$ cat config.mk
export PLATFORM = sky130hd
export DESIGN_NAME = maxpool_fifo_ctrl
export DESIGN_NICKNAME = d
export VERILOG_FILES = /design/src/rtl/maxpool_fifo_ctrl_pkg.sv /design/src/rtl/maxpool_fifo_ctrl_pos_counter.sv /design/src/rtl/maxpool_fifo_ctrl.sv
export SDC_FILE = /design/constraint.sdc
export NUM_CORES = 1
export LEC_CHECK = 0
export ABC_AREA = 1
export BUFFER_PORTS_ARGS = -buffer_cell sky130_fd_sc_hd__buf_4
export CAP_MARGIN = 20
export CORE_MARGIN = 4
export CORE_UTILIZATION = 58
export CTS_CLUSTER_DIAMETER = 120
export CTS_CLUSTER_SIZE = 20
export DETAILED_ROUTE_END_ITERATION = 6
export PLACE_DENSITY_LB_ADDON = 0.12
export SLEW_MARGIN = 25
export SYNTH_ARGS = -nofsm -noshare
export SYNTH_HDL_FRONTEND = slang
export SYNTH_HIERARCHICAL = 1
export SYNTH_SLANG_ARGS = --single-unit
$ cat constraint.sdc
create_clock -name clk -period 2.4 [get_ports clk]
set_input_delay 0.48 -clock clk [delete_from_list [all_inputs] [get_ports clk]]
set_output_delay 0.48 -clock clk [all_outputs]
set_load 0.01 [all_outputs]
$ cat src/rtl/maxpool_fifo_ctrl_pkg.sv
// Shared definitions for the max-pool FIFO sequencer: sequencer states,
// default geometry and the derived counter widths.
package maxpool_fifo_ctrl_pkg;

  localparam int DATA_WIDTH    = 16;
  localparam int SYSTOLIC_SIZE = 16;
  localparam int MAX_HEIGHT    = 416;

  localparam int W_BITS = $clog2(2*SYSTOLIC_SIZE+1);
  localparam int H_BITS = $clog2(MAX_HEIGHT+1);

  typedef enum logic [2:0] {
    IDLE     = 3'd0,
    CLEAR    = 3'd1,
    EVEN_ROW = 3'd2,
    ODD_ROW  = 3'd3,
    DONE     = 3'd4
  } state_t;

  // Pooling works on pixel pairs, so a trailing odd pixel or row is dropped.
  function automatic logic [W_BITS-1:0] floorEvenW(input logic [W_BITS-1:0] v);
    return {v[W_BITS-1:1], 1'b0};
  endfunction

  function automatic logic [H_BITS-1:0] floorEvenH(input logic [H_BITS-1:0] v);
    return {v[H_BITS-1:1], 1'b0};
  endfunction

endpackage

$ cat src/rtl/maxpool_fifo_ctrl_pos_counter.sv
// Column/row position tracker for the pooled frame. Reports column parity
// and end-of-row / end-of-frame flags so the sequencer never needs raw counts.
module pool_pos_counter
  import maxpool_fifo_ctrl_pkg::*;
#(
  parameter int WB = W_BITS,
  parameter int HB = H_BITS
) (
  input  logic          clk,
  input  logic          rst_n,
  input  logic          i_clear,
  input  logic          i_en,
  input  logic [WB-1:0] i_width,
  input  logic [HB-1:0] i_height,
  output logic          o_colOdd,
  output logic          o_colLast,
  output logic          o_rowLast
);

  localparam logic [WB-1:0] ONE_W = 1;
  localparam logic [HB-1:0] ONE_H = 1;

  logic [WB-1:0] r_col;
  logic [HB-1:0] r_row;

  assign o_colOdd  = r_col[0];
  assign o_colLast = (r_col == i_width - ONE_W);
  assign o_rowLast = (r_row == i_height - ONE_H);

  // Advance one column per accepted pixel; the last column wraps and opens the next row.
  always_ff @(posedge clk) begin
    if (!rst_n || i_clear) begin
      r_col <= '0;
      r_row <= '0;
    end else if (i_en) begin
      if (o_colLast) begin
        r_col <= '0;
        r_row <= r_row + ONE_H;
      end else begin
        r_col <= r_col + ONE_W;
      end
    end
  end

endmodule

$ cat src/rtl/maxpool_fifo_ctrl.sv
// Sequencer for the 2x2 stride-2 max-pool stage. Even rows push horizontal
// pair maxima into the FIFO array; odd rows pull them back for the vertical
// compare and emit one pooled vector per pixel pair. All outputs are registered.
module maxpool_fifo_ctrl
  import maxpool_fifo_ctrl_pkg::*;
#(
  parameter int SYSTOLIC_SIZE = maxpool_fifo_ctrl_pkg::SYSTOLIC_SIZE,
  parameter int MAX_HEIGHT    = maxpool_fifo_ctrl_pkg::MAX_HEIGHT
) (
  input  logic                                   clk,
  input  logic                                   rst_n,
  input  logic                                   start,
  input  logic [$clog2(2*SYSTOLIC_SIZE+1)-1:0]   cfg_width,
  input  logic [$clog2(MAX_HEIGHT+1)-1:0]        cfg_height,
  input  logic                                   in_valid,
  output logic                                   fifo_rd_clr,
  output logic                                   fifo_wr_clr,
  output logic                                   fifo_rd_en,
  output logic                                   fifo_wr_en,
  output logic                                   h_load,
  output logic                                   h_cmp,
  output logic                                   v_sel,
  output logic                                   out_valid,
  output logic                                   busy,
  output logic                                   done
);

  localparam int WB = $clog2(2*SYSTOLIC_SIZE+1);
  localparam int HB = $clog2(MAX_HEIGHT+1);

  state_t        r_state;
  state_t        w_nextState;
  logic [WB-1:0] r_width;
  logic [HB-1:0] r_height;

  logic w_colOdd, w_colLast, w_rowLast, w_pixel, w_accept;
  logic w_clr, w_rdEn, w_wrEn, w_hLoad, w_hCmp, w_vSel, w_outValid, w_busy, w_done;
  logic r_clr, r_rdEn, r_wrEn, r_hLoad, r_hCmp, r_vSel, r_outValid, r_busy, r_done;

  assign w_pixel  = in_valid && (r_state == EVEN_ROW || r_state == ODD_ROW);
  assign w_accept = (r_state == IDLE) && start && !r_done;

  pool_pos_counter #(.WB(WB), .HB(HB)) u_pos (
    .clk       (clk),
    .rst_n     (rst_n),
    .i_clear   (r_state == CLEAR),
    .i_en      (w_pixel),
    .i_width   (r_width),
    .i_height  (r_height),
    .o_colOdd  (w_colOdd),
    .o_colLast (w_colLast),
    .o_rowLast (w_rowLast)
  );

  // State register plus frame geometry, latched (floored to even) only when a start is accepted.
  always_ff @(posedge clk) begin
    if (!rst_n) begin
      r_state  <= IDLE;
      r_width  <= '0;
      r_height <= '0;
    end else begin
      r_state <= w_nextState;
      if (w_accept) begin
        r_width  <= floorEvenW(cfg_width);
        r_height <= floorEvenH(cfg_height);
      end
    end
  end

  // Next state: rows alternate even/odd on each column wrap; the wrap of the last odd row ends the frame.
  always_comb begin
    w_nextState = r_state;
    case (r_state)
      IDLE:     if (w_accept) w_nextState = CLEAR;
      CLEAR:    w_nextState = (r_width == '0 || r_height == '0) ? DONE : EVEN_ROW;
      EVEN_ROW: if (in_valid && w_colLast) w_nextState = ODD_ROW;
      ODD_ROW:  if (in_valid && w_colLast) w_nextState = w_rowLast ? DONE : EVEN_ROW;
      DONE:     w_nextState = IDLE;
      default:  w_nextState = IDLE;
    endcase
  end

  // Strobe decode for the current cycle; registered below so the datapath sees them one cycle later.
  always_comb begin
    w_clr      = (r_state == CLEAR);
    w_busy     = (r_state == CLEAR || r_state == EVEN_ROW || r_state == ODD_ROW);
    w_done     = (r_state == DONE);
    w_rdEn     = 1'b0;
    w_wrEn     = 1'b0;
    w_hLoad    = 1'b0;
    w_hCmp     = 1'b0;
    w_vSel     = 1'b0;
    w_outValid = 1'b0;
    if (w_pixel) begin
      if (!w_colOdd) begin
        w_hLoad = 1'b1;
        w_rdEn  = (r_state == ODD_ROW);
      end else begin
        w_hCmp     = 1'b1;
        w_wrEn     = (r_state == EVEN_ROW);
        w_vSel     = (r_state == ODD_ROW);
        w_outValid = (r_state == ODD_ROW);
      end
    end
  end

  // Output registers; reset forces every strobe low on the following cycle.
  always_ff @(posedge clk) begin
    if (!rst_n) begin
      r_clr      <= 1'b0;
      r_rdEn     <= 1'b0;
      r_wrEn     <= 1'b0;
      r_hLoad    <= 1'b0;
      r_hCmp     <= 1'b0;
      r_vSel     <= 1'b0;
      r_outValid <= 1'b0;
      r_busy     <= 1'b0;
      r_done     <= 1'b0;
    end else begin
      r_clr      <= w_clr;
      r_rdEn     <= w_rdEn;
      r_wrEn     <= w_wrEn;
      r_hLoad    <= w_hLoad;
      r_hCmp     <= w_hCmp;
      r_vSel     <= w_vSel;
      r_outValid <= w_outValid;
      r_busy     <= w_busy;
      r_done     <= w_done;
    end
  end

  assign fifo_rd_clr = r_clr;
  assign fifo_wr_clr = r_clr;
  assign fifo_rd_en  = r_rdEn;
  assign fifo_wr_en  = r_wrEn;
  assign h_load      = r_hLoad;
  assign h_cmp       = r_hCmp;
  assign v_sel       = r_vSel;
  assign out_valid   = r_outValid;
  assign busy        = r_busy;
  assign done        = r_done;

endmodule

# [Word level (Yosys, flattened, before mapping)]
# Cells that the tools add are included.
[word_totals] regBits=39 latchBits=0 mem_bits_rw=0 rom_bits=0 inputBits=19 out_inout_bits=10 word_cells=56 mem_count=0
[classes] n_addsub=4 multipliers=0 div_mod_pow=0 magnitude_cmp=0 n_eq_ne=9 shift=0 muxes=9 bitwise_logic=2 reduce_logical=19
[op_table] cell="3-bit 2-to-1 mux" n=5
[op_table] cell="3-bit one-hot mux with 4 select lines" n=1
[op_table] cell="9-bit by 1-bit adder with 9-bit output, second input constant" n=1
[op_table] cell="9-bit equality test" n=1
[op_table] cell="9-bit zero test" n=1
[op_table] cell="9-bit by 1-bit subtractor with 9-bit output, second input constant" n=1
[op_table] cell="6-bit by 1-bit adder with 6-bit output, second input constant" n=1
[op_table] cell="3-bit by 2-bit equality test with 1-bit output, second input constant" n=2
[op_table] cell="6-bit equality test" n=1
[op_table] cell="6-bit zero test" n=1
[op_table] cell="6-bit 2-to-1 mux" n=1
[op_table] cell="3-bit AND reduction" n=2
[op_table] cell="6-bit by 1-bit subtractor with 6-bit output, second input constant" n=1
[op_table] cell="1-bit logical OR" n=5
[op_table] cell="1-bit logical AND" n=4
[op_table] cell="2-bit by 1-bit != test with 1-bit output, second input constant" n=2
[op_table] cell="2-bit AND reduction" n=2
[op_table] cell="3-bit by 1-bit equality test with 1-bit output, second input constant" n=1
[op_table] cell="3-bit equality test, second input constant" n=1
[op_table] cell="3-bit zero test" n=1
[op_table] cell="3-bit OR reduction" n=1
[op_table] cell="1-bit zero test" n=2
[op_table] cell="1-bit 2-to-1 mux" n=2
[op_table] cell="2-bit != test, second input constant" n=1
[op_table] cell="1-bit NOT" n=2

# [Logic depth before layout (Yosys ltp)]
# Gate-level depths: netlist of run 1.
[logic_depth] depth_word=5 mapped_depth=17 ltp_nobuf=17

# [By module]
# Netlist of run 1, hierarchy kept.
[modules_own_cells] mod="pool_pos_counter" instances=1 cells_per_inst=198 area_per_inst_um2=1272.5 seq_area_each_um2=300.3
[modules_own_cells] mod="maxpool_fifo_ctrl" instances=1 cells_per_inst=129 area_per_inst_um2=1019.7 seq_area_each_um2=480.5

# [Worst setup path after synthesis of run 1]
# No wires, ideal clock.
[synth_timing] path_type="register to register" from="register r_width[1]" to="register r_state[0]" setup_time_ps=113 arrival_time_ps=1686 required_ps=2287 path_slack_ps=601 path_stages_with_launch=16 n_path_buf=0 synth_period_minus_slack_ps=1799 path_cell_list="dfxtp_1 -> inv_1 -> ha_1 -> nor2_1 -> nor2_1 -> nand2_1 -> nor2_1 -> nand2_2 -> nor2_8 -> nand2_1 -> inv_1 -> nand2_1 -> nand2_1 -> nand2_2 -> o21ai_1 -> nor2_1"
[synth_between] elab_chain_cells=5 elab_cells_between_ends=6 classes_between="add/sub (1); eq/ne (3); reduce/logical (2)"
[synth_lines] item="from (decl)" line_no="maxpool_fifo_ctrl.sv:33" source="logic [WB-1:0] r_width;"
[synth_lines] item="from (signal assigned)" line_no="maxpool_fifo_ctrl.sv:64" source="r_width <= floorEvenW(cfg_width);"
[synth_lines] item="6-bit by 1-bit subtractor with 6-bit output (*)" line_no="maxpool_fifo_ctrl_pos_counter.sv:27" source="assign o_colLast = (r_col == i_width - ONE_W);"
[synth_lines] item="6-bit equality test (*)" line_no="maxpool_fifo_ctrl_pos_counter.sv:27"
[synth_lines] item="via w_colLast" line_no="maxpool_fifo_ctrl.sv:36" source="logic w_colOdd, w_colLast, w_rowLast, w_pixel, w_accept;"
[synth_lines] item="1-bit logical AND (*)" line_no="maxpool_fifo_ctrl.sv:76, maxpool_fifo_ctrl.sv:77"
[synth_lines] item="2-bit by 1-bit != test with 1-bit output (no line)"
[synth_lines] item="3-bit AND reduction (no line) (*)"
[synth_lines] item="to (signal assigned)" line_no="maxpool_fifo_ctrl.sv:62" source="r_state <= w_nextState;"
[synth_lines] item="to (decl)" line_no="maxpool_fifo_ctrl.sv:31" source="state_t r_state;"
# Mark *: on every way through the listed nets, which the timed path passes. The rest lies on a longest branch.
# A chain may end at the register's enable or synchronous reset.

# [Final worst setup path of run 1]
[layout_timing] from="register r_width[1]" to="register r_state[1]"
# The elaborated chain is that of the path after synthesis.

==> summary by stage, run 1 <==
Synthesis
Ranked by instance count, the synthesized netlist is headed by sky130_fd_sc_hd__nand2_1, sky130_fd_sc_hd__inv_1, sky130_fd_sc_hd__dfxtp_1. The share of synthesized area in the top cell type comes to 0.3406. The most used flip-flop cell after synthesis is sky130_fd_sc_hd__dfxtp_1. The share of async-settable or async-resettable flops after synthesis is 0. The number of unique standard cell types used by synthesis is 36. By instance count, the leading cell after synthesis is sky130_fd_sc_hd__nand2_1. The sequential share of the synthesized area is 0.3406. The cell area that synthesis handed to floorplanning was 2292 sq um.

In this run, synthesis inferred 0 flip-flops with an integrated enable. After synthesis the netlist holds a flip-flop and latch count of 39. The mean post-synth cell area is ~7 sq um. In the post-synthesis netlist, the biggest area contributors are sky130_fd_sc_hd__dfxtp_1, sky130_fd_sc_hd__nand2_1, sky130_fd_sc_hd__inv_1, sky130_fd_sc_hd__xor2_1, sky130_fd_sc_hd__nor2_1. During synthesis, Yosys emitted a total of 6 warnings.

The largest total area in the synthesized netlist belongs to sky130_fd_sc_hd__dfxtp_1. The number of instances in the synthesized netlist is 327.

Setup path
The required arrival time at the worst endpoint is 2.62 ns. The critical path buffer and inverter count is 3. In this run the critical register-to-register path is captured at r_state[1]$_SDFFE_PN0P_. The delay contributed by the slowest stage of the critical path is 0.38 ns. The worst setup slack for register-to-register paths is 0.38 ns. The critical path goes through inv_1 -> ha_1 -> nor2_1 -> nor2_1 -> nand2_1 -> nor2_1 -> nand2_2 -> nor2_8 -> nand2_1 -> inv_1 -> nand2_1 -> nand2_1 -> nand2_2 -> inv_2 -> nand2_1 -> a21oi_1. The classification of the worst setup path is reg2reg. STA classifies the critical path endpoint as a flip-flop.

The startpoint identified for the worst register-to-register timing path is r_width[1]$_SDFFE_PN0P_. The largest driver fanout on the critical path is 10. The worst register-to-register path has a depth of 16.

STA puts the critical path data arrival time at 2.25 ns. STA classifies the critical path startpoint as a flip-flop. The highest-delay cell along the critical path is sky130_fd_sc_hd__dfxtp_1.

The cell with the most instances on the worst path is sky130_fd_sc_hd__nand2_1. On the critical path the largest part of the delay comes from simple AND/OR/NAND/NOR gates.

CTS
Clock tree synthesis found a total of 39 sinks. The H-tree was split into 2 levels. Hold repair after CTS inserted 0 buffers.

The tree is rooted in a sky130_fd_sc_hd__clkbuf_8. The later pin in the worst-skew pair is clocked with a latency of 0.29 ns. The clock passes through at most 2 buffers. Clock-pin slew was measured on the worst setup and hold paths at 0.07 ns.

The clock tree from TritonCTS is yes. In this run, CTS created clock tree buffers numbering 5. The post-CTS setup buffer count is 0.

Final layout
The synthesis-to-finish area growth is 13.59%. The number of diodes is 0. The multi-input combinational cells in the finished layout cover a total of 1265 sq um. The final design area excluding fillers is 2604 sq um. The layout net count is between 300 and 400. The count of fill cells added during filler insertion is between 300 and 400.

The fraction of final layout cells with drive strength greater than 1 is 0.1629. Across the whole layout, storage elements account for a little under 800 sq um.

Pwr
The maximum VDD drop is 0.7096 mV. The part of the total power dissipated in sequential elements is 0.376. The share of total power in combinational logic is 0.430. Cell internal power was estimated by the tool at 1.344 mW. In this run the power spent charging and discharging nets is around 940 uW.

Of the total power, the share spent switching nets is 0.4113. The fraction of power consumed by the clock network is 0.195. The leakage power is 1.228 nW.

The cell area power density is between 800 and 900 nW/um^2.

Floorplan
The effective utilization at floorplan is 0.6123. The site row count is 22. The die covers 5022 sq um. The number of placed I/O pins is 29. From bottom edge to top edge, the die measures 70.87 um.

The overall die width is 70.87 um. The core area is around 3700 sq um.

Global route
Global routing finished with a remaining overflow of 0. The first global-routing pass estimated 7.983 mm of wire. The number of global-route vias before repair came to between 1.5k and 2k.

The number of antenna violations at the first check in global routing is 0. For this run, the total global-route usage over all layers was measured as 0.1948. Entering global routing, the biggest net connects 27 pins.

Worst hold path
The critical hold path startpoint is in_valid. Counting instances, the worst hold path has a depth of 3. The terminating pin of the worst hold path is fifo_rd_en$_SDFF_PP0_.

The worst hold path belongs to the class in2reg.

STA
The highest attainable clock frequency is 494.0 MHz. Clock skew on the completed layout was measured at between 0.004 and 0.005 ns. The number of max-slew violations in the final report is 0. Dividing the final minimum period by the clock period gives 0.8435. Summed over all failing endpoints, the final setup total negative slack is 0 ns. Hold is met by 0.4450 ns. The number of hold violations in the final report was 0.

For the finished layout, the period the worst path requires is 2.024 ns. The number of setup violations in the final report is 0.

Routing
The final layout contains routed wiring with a total length of 4.524 mm. The initial detailed-routing violation count is ~80. The mean routed wirelength per cell is 11.20 um. The number of routed nets with antenna violations is 0. The detailed router placed slightly above 2k vias in this run.

Using the TritonRoute via totals, the vias-per-cell ratio works out to 4.985. For this run, design rule violations remaining after detail routing come to 0. The total iterations of the first detailed-routing run is 7.

Placed design
After legalization and detailed placement, the total HPWL measured 3.424 mm. The congestion estimate from routability-driven global placement came to 0.8114. The post-place instance area is roughly 2500 sq um. Buffers placed on the I/O ports in this run total 26.

Run
Across the run, the number of max-cap violations was 0.

Status
The flow ran to the end, and the final reports show no timing, DRC or antenna violations.
[power by group through the flow]
stage | Sequential, mW | Clock [mW] | Combinational (mW)
6_report | 0.858 | 0.444 | 0.981
5_1_grt | 0.874 | 0.481 | 1.13
4_1_cts | 0.859 | 0.461 | 0.978
3_5_place_dp | 0.872 | 0 | 0.974
3_3_place_gp | 0.867 | 0 | 0.954
2_1_floorplan | 0.858 | 0 | 0.783
[cells by family after synthesis]
family | Yosys count | share of synthesized area
flops | 39 | 0.3406
buf+inv | 61 | 0.1135
fa+ha+maj | 4 | 0.02183
other cells | 1 | 0.001636
simple gates | 159 | 0.3373
xor+xnor | 23 | 0.09116
compound gates | 40 | 0.09389
[layout make-up]
type / instances / area share
Tap cell: 48 / 0.02307
Clock inverter: 1 / 0.001922
Clock buffer: 6 / 0.03172
Sequential cell: 39 / 0.2999
Timing Repair Buffer: 28 / 0.08073
Inverter: 52 / 0.07689
Multi-Input combinational cell: 230 / 0.4858
[registers in the layout (all words and copies together) (netlist names)]
register,flops
fifo_rd_en,1
done,1
h_cmp,1
busy,1
r_width,5
fifo_rd_clr,1
r_state,3
u_pos/r_col,6
out_valid,1
h_load,1
r_height,8
u_pos/r_row,9
fifo_wr_en,1
[worst max path at each step]
stage                                        start                      end  slack (ns)  depth (start not counted)
after global placement    r_height[1]$_SDFFE_PN0P_  r_state[2]$_SDFFE_PN0P_        0.41                         14
after floorplan            r_width[1]$_SDFFE_PN0P_  r_state[0]$_SDFFE_PN0P_        0.60                         15
after CTS                 r_height[1]$_SDFFE_PN0P_  r_state[2]$_SDFFE_PN0P_        0.32                         14
after global routing      r_height[1]$_SDFFE_PN0P_  r_state[2]$_SDFFE_PN0P_      -0.002                         14
after detailed placement  r_height[1]$_SDFFE_PN0P_  r_state[2]$_SDFFE_PN0P_        0.36                         14
final                      r_width[1]$_SDFFE_PN0P_  r_state[1]$_SDFFE_PN0P_        0.38                         16
[worst min-delay path: cells and delay by family]
kind / cells / cell delay (ns)
buffers and inverters: 2 / 0.15
and+or+nand+nor: 1 / 0.08
[layout by cell type (no fill, tap or decap), drive strengths merged]
master and n:
nand3b 2, o21bai 1, nor3 6, a21oi 22
clkinv 2, dfxtp 39, nand3 19, clkbuf 6
xor2 15, inv 51, nand2 78, conb 4
a21boi 1, ha 4, or2 1, nor2 38
xnor2 8, nor4 1, o21a 1, nand4 14
o21ai 15, buf 28
[metal layers]
| metal | wire length (um) | track usage | part of all wire |
|---|---|---|---|
| met1 | 2045 | 0.2307 | 0.45 |
| met4 | 93 | 0.07516 | 0.021 |
| met3 | 149 | 0.04830 | 0.033 |
| met5 | 0 | 0 | 0 |
| met2 | 2236 | 0.3378 | 0.49 |
[per-stage QoR]
step	instances	power, mW	setup WS, ns	utilization
after floorplan	330	1.641	0.6007	-
after global placement	397	1.821	0.4080	0.6715
after CTS	404	2.298	0.3235	0.6949
after global routing	404	2.484	-0.001708	0.6955
after detailed placement	397	1.846	0.3634	0.6715
final	404	2.283	0.3755	0.6955
[timing repair]
item                       4_1_cts  5_1_grt
setup endpoints to repair        0        2
hold endpoints to repair         0        0
resized for setup                0        1
No activity file was read; power rests on OpenSTA's default activity.
==> run 2, diff against run 1 <==
--- a/config.mk
+++ b/config.mk
@@ -9,7 +9,7 @@
 export BUFFER_PORTS_ARGS = -buffer_cell sky130_fd_sc_hd__buf_4
 export CAP_MARGIN = 20
 export CORE_MARGIN = 4
-export CORE_UTILIZATION = 58
+export CORE_UTILIZATION = 52
 export CTS_CLUSTER_DIAMETER = 120
 export CTS_CLUSTER_SIZE = 20
 export DETAILED_ROUTE_END_ITERATION = 6
==> constraint.sdc (replaced) <==
create_clock -name clk -period 1.7 [get_ports clk]
set_input_delay 0.34 -clock clk [delete_from_list [all_inputs] [get_ports clk]]
set_output_delay 0.34 -clock clk [all_outputs]
set_load 0.01 [all_outputs]
==> run 2 against run 1 <==
The run now ends with negative setup slack left. Combinational power up 65%. Global-route usage fell by 0.73 points. Clock skew increased by 0.0033 ns. Total power rose by 50%. Cell area increased by 7.5%. Sequential share of layout area down 2.0 points. Critical path depth is the same. Utilization fell by 2.0 points. Flip-flop and latch count unchanged. Die area rose by 10%. Final cell count rose by 4.0%. Critical path type unchanged. Critical endpoint unchanged. Largest cell class unchanged. Largest power group unchanged. Highest routed layer unchanged.
==> summary by stage, run 2 (synthesized netlist as in run 1, its figures left out) <==
Status
The flow ran to the end, but the final reports show violations. The final reports fail on negative setup slack.

Setup path
The delay contributed by the slowest stage of the critical path is 0.34 ns (-0.04 ns). The worst setup slack for register-to-register paths came to -0.08 ns (-0.45 ns). The worst register-to-register path ends at r_state[1]$_SDFFE_PN0P_. The category of the worst setup path launch point is a flip-flop. The startpoint of the most critical register-to-register path is r_width[1]$_SDFFE_PN0P_. The critical path buffer and inverter count is 3 (unchanged). The worst reg2reg path depth is 16 (unchanged).

Among cell families on the critical path, the largest total delay comes from simple AND/OR/NAND/NOR gates. The data arrival time of the critical path is 2.00 ns (-0.25 ns). The worst setup path is captured at a flip-flop.

The cell with the most instances on the worst path is sky130_fd_sc_hd__nand2_2. The classification of the worst setup path is reg2reg. The required arrival time at the worst endpoint is 1.92 ns (-0.70 ns). The slowest stage of the critical path is the sky130_fd_sc_hd__dfxtp_2 cell.

The critical path goes through inv_2 -> ha_4 -> nor2_1 -> nor2_1 -> nand2_1 -> nor2_2 -> nand2_2 -> nor2_8 -> nand2_2 -> inv_2 -> nand2_2 -> nand2_2 -> nand2_2 -> inv_2 -> nand2_1 -> a21oi_1. The largest driver fanout on the critical path was 3 (-7).

STA
The final critical-path setup slack came to -0.07886 ns (-0.4544 ns). The number of setup violations in the final report is 3 (+3). The minimum clock period was 1.779 ns (-0.2456 ns).

The setup skew after layout is 0.007519 ns (+0.003296 ns). The total negative slack is -0.1607 ns (-0.1607 ns). The number of max-slew violations in the final report was 0 (unchanged). The share of the clock period used by the worst path after layout was 1.046 (+0.2029). The number of hold violations in the final report is 0 (unchanged). Setup repair after global routing could not meet its margin everywhere. The highest attainable clock frequency came to 562.2 MHz (+14%).

CTS
The clock insertion delay at the later pin of the skew report is 0.29 ns (about the same). The clock slew at the register clock pins of the worst setup and hold paths was 0.08 ns (about the same). The number of buffers created by CTS was 5 (unchanged).

The buffer levels on the longest clock path is 2 (unchanged). The count of hold buffers inserted by post-cts repair is 0 (unchanged). The buffer cell driving the clock tree root is sky130_fd_sc_hd__clkbuf_8. The depth of the CTS H-tree was 2 (unchanged). TritonCTS built the clock tree. The TritonCTS sink count is 39 (unchanged).

Pwr
The leakage power is 1.290 nW (+5.1%). The cell area power density was 1227 nW/um^2 (+40%). The maximum VDD drop is 0.9937 mV (+40%).

Global route
The pin count of the biggest net entering global routing came to 27 (unchanged). The number of antenna violations at the first check in global routing came to 0 (unchanged). The aggregate global routing overflow was 0 (unchanged).

The global router's overall resource usage is 0.1875 (-0.007348). The wire length of the first global-routing pass is 8.204 mm (+2.8%). The number of global-route vias before repair is 1902 (-0.31%).

Placed design
The placed wire-length estimate after detailed placement is 3.519 mm (+2.8%). The placer congestion estimate came to 0.7962 (-1.9%). The number of buffer cells added on primary ports came to 26 (unchanged). The worst slack after detailed placement is -0.1554 ns (-0.5189 ns).

Final layout
Leaving out fill and tap cells, the most frequent cell in the layout is sky130_fd_sc_hd__nand2_1. The register ranked first by flip-flop count is u_pos/r_row. The layout net count is 392 (+3.4%). The flip-flop count of the largest register after layout is 9 (unchanged). Leaving out fill and tap cells, the most frequent cells in the layout are sky130_fd_sc_hd__nand2_1, sky130_fd_sc_hd__inv_1, sky130_fd_sc_hd__dfxtp_1, sky130_fd_sc_hd__buf_4, sky130_fd_sc_hd__nor2_1. The fraction of final layout cells with drive strength greater than 1 is 0.2486 (+0.08573).

The synthesis-to-finish area growth is 22.16%. The largest registers in the layout are u_pos/r_row (9), r_height (8), u_pos/r_col (6). The number of diodes is 0 (unchanged).

Routing
The wire length after detailed routing is 4.678 mm (+3.4%). The via total after detailed routing is 2060 (+2.3%). The ratio of routed vias to standard cells came to 4.905 (-1.6%). The detailed-route DRC error count is 0 (unchanged). The total iterations of the first detailed-routing run is 4 (-3). The number of routed nets with antenna violations is 0 (unchanged). The initial detailed-routing violation count is 124 (+59%). The mean routed wirelength per cell was 11.14 um (-0.54%).

Floorplan
The site row count is 23 (+4.5%). The floorplan die height is 74.40 um (+5.0%). The die outline area is 5535 sq um (+10%). The number of placed I/O pins came to 29 (unchanged). The effective utilization at floorplan came to 0.5531 (-0.05916). The overall die width is 74.40 um (+5.0%). The core area was 4144 sq um (+11%).

Worst hold path
The worst hold path depth is 3 (unchanged). The kind of path behind the tightest hold check is in2reg. The worst hold path begins at in_valid. The terminating pin of the worst hold path is fifo_rd_en$_SDFF_PP0_.

Run
The max-capacitance violation count is 0 (unchanged).
-- run 2: cell types whose count changed in the layout (fill, tap and decap cells not counted), sizes merged --
cell	before	now
buf	28	40
clkinvlp	0	1
nand3	19	20
-- run 2: worst max-delay path by stage --
| stage | start | endpoint | slack [ns] | depth (start not counted) |
|---|---|---|---|---|
| floorplan | r_width[1]$_SDFFE_PN0P_ | r_state[0]$_SDFFE_PN0P_ | -0.05 | 16 |
| global placement | r_height[1]$_SDFFE_PN0P_ | r_state[1]$_SDFFE_PN0P_ | -0.13 | 16 |
| detailed placement | r_height[1]$_SDFFE_PN0P_ | r_state[1]$_SDFFE_PN0P_ | -0.16 | 16 |
| CTS | r_width[1]$_SDFFE_PN0P_ | r_state[1]$_SDFFE_PN0P_ | -0.07 | 16 |
| global route | r_height[1]$_SDFFE_PN0P_ | r_state[1]$_SDFFE_PN0P_ | -0.31 | 14 |
| finish | r_width[1]$_SDFFE_PN0P_ | r_state[1]$_SDFFE_PN0P_ | -0.08 | 16 |
-- run 2: cell type report --
class                           instances  area, sq um
Sequential cell                        39        783.3
Timing Repair Buffer                   40        315.3
Tap cell                               50        62.56
Multi-Input combinational cell        231         1354
Inverter                               52        200.2
Clock inverter                          2        12.51
Clock buffer                            6        72.57
Fill cell                             357         1344
-- run 2: worst register-to-register path, stage by stage, from the launching register on --
cell and delay [ns]:
sky130_fd_sc_hd__dfxtp_2 0.34, sky130_fd_sc_hd__inv_2 0.04, sky130_fd_sc_hd__ha_4 0.26, sky130_fd_sc_hd__nor2_1 0.03
sky130_fd_sc_hd__nor2_1 0.08, sky130_fd_sc_hd__nand2_1 0.07, sky130_fd_sc_hd__nor2_2 0.09, sky130_fd_sc_hd__nand2_2 0.10
sky130_fd_sc_hd__nor2_8 0.13, sky130_fd_sc_hd__nand2_2 0.07, sky130_fd_sc_hd__inv_2 0.06, sky130_fd_sc_hd__nand2_2 0.04
sky130_fd_sc_hd__nand2_2 0.07, sky130_fd_sc_hd__nand2_2 0.08, sky130_fd_sc_hd__inv_2 0.07, sky130_fd_sc_hd__nand2_1 0.05
sky130_fd_sc_hd__a21oi_1 0.13
-- run 2: timing repair --
action,4_1_cts,5_1_grt
resized for setup,16,11
endpoints found under the setup margin,17,17
buffers inserted,1,0
cloned,1,0
pin swaps,18,16
-- run 2: stage by stage --
stage               area, sq um  hold WS (ns)  total power, mW  std cells    util
floorplan                  2320        0.4432            2.338        330       -
global placement           2615        0.4647            2.678        410  0.6310
detailed placement         2615        0.4612            2.705        410  0.6310
CTS                        2770        0.3056            3.417        420  0.6685
global route               2800        0.3312            3.715        420  0.6757
finish                     2800        0.3147            3.434        420  0.6757
-- run 2: per-layer routing --
layer,vias to the layer above,global-route usage,share of wire
met2,33,0.3122,0.48
met5,-,0,0
li1,1108,-,-
met4,0,0.04743,0.0064
met3,4,0.04054,0.029
met1,915,0.2469,0.48
-- run 2: where the power goes --
part	switching, mW	internal, mW
logic	0.973	0.648
registers	0.140	1.06
clock network	0.325	0.287
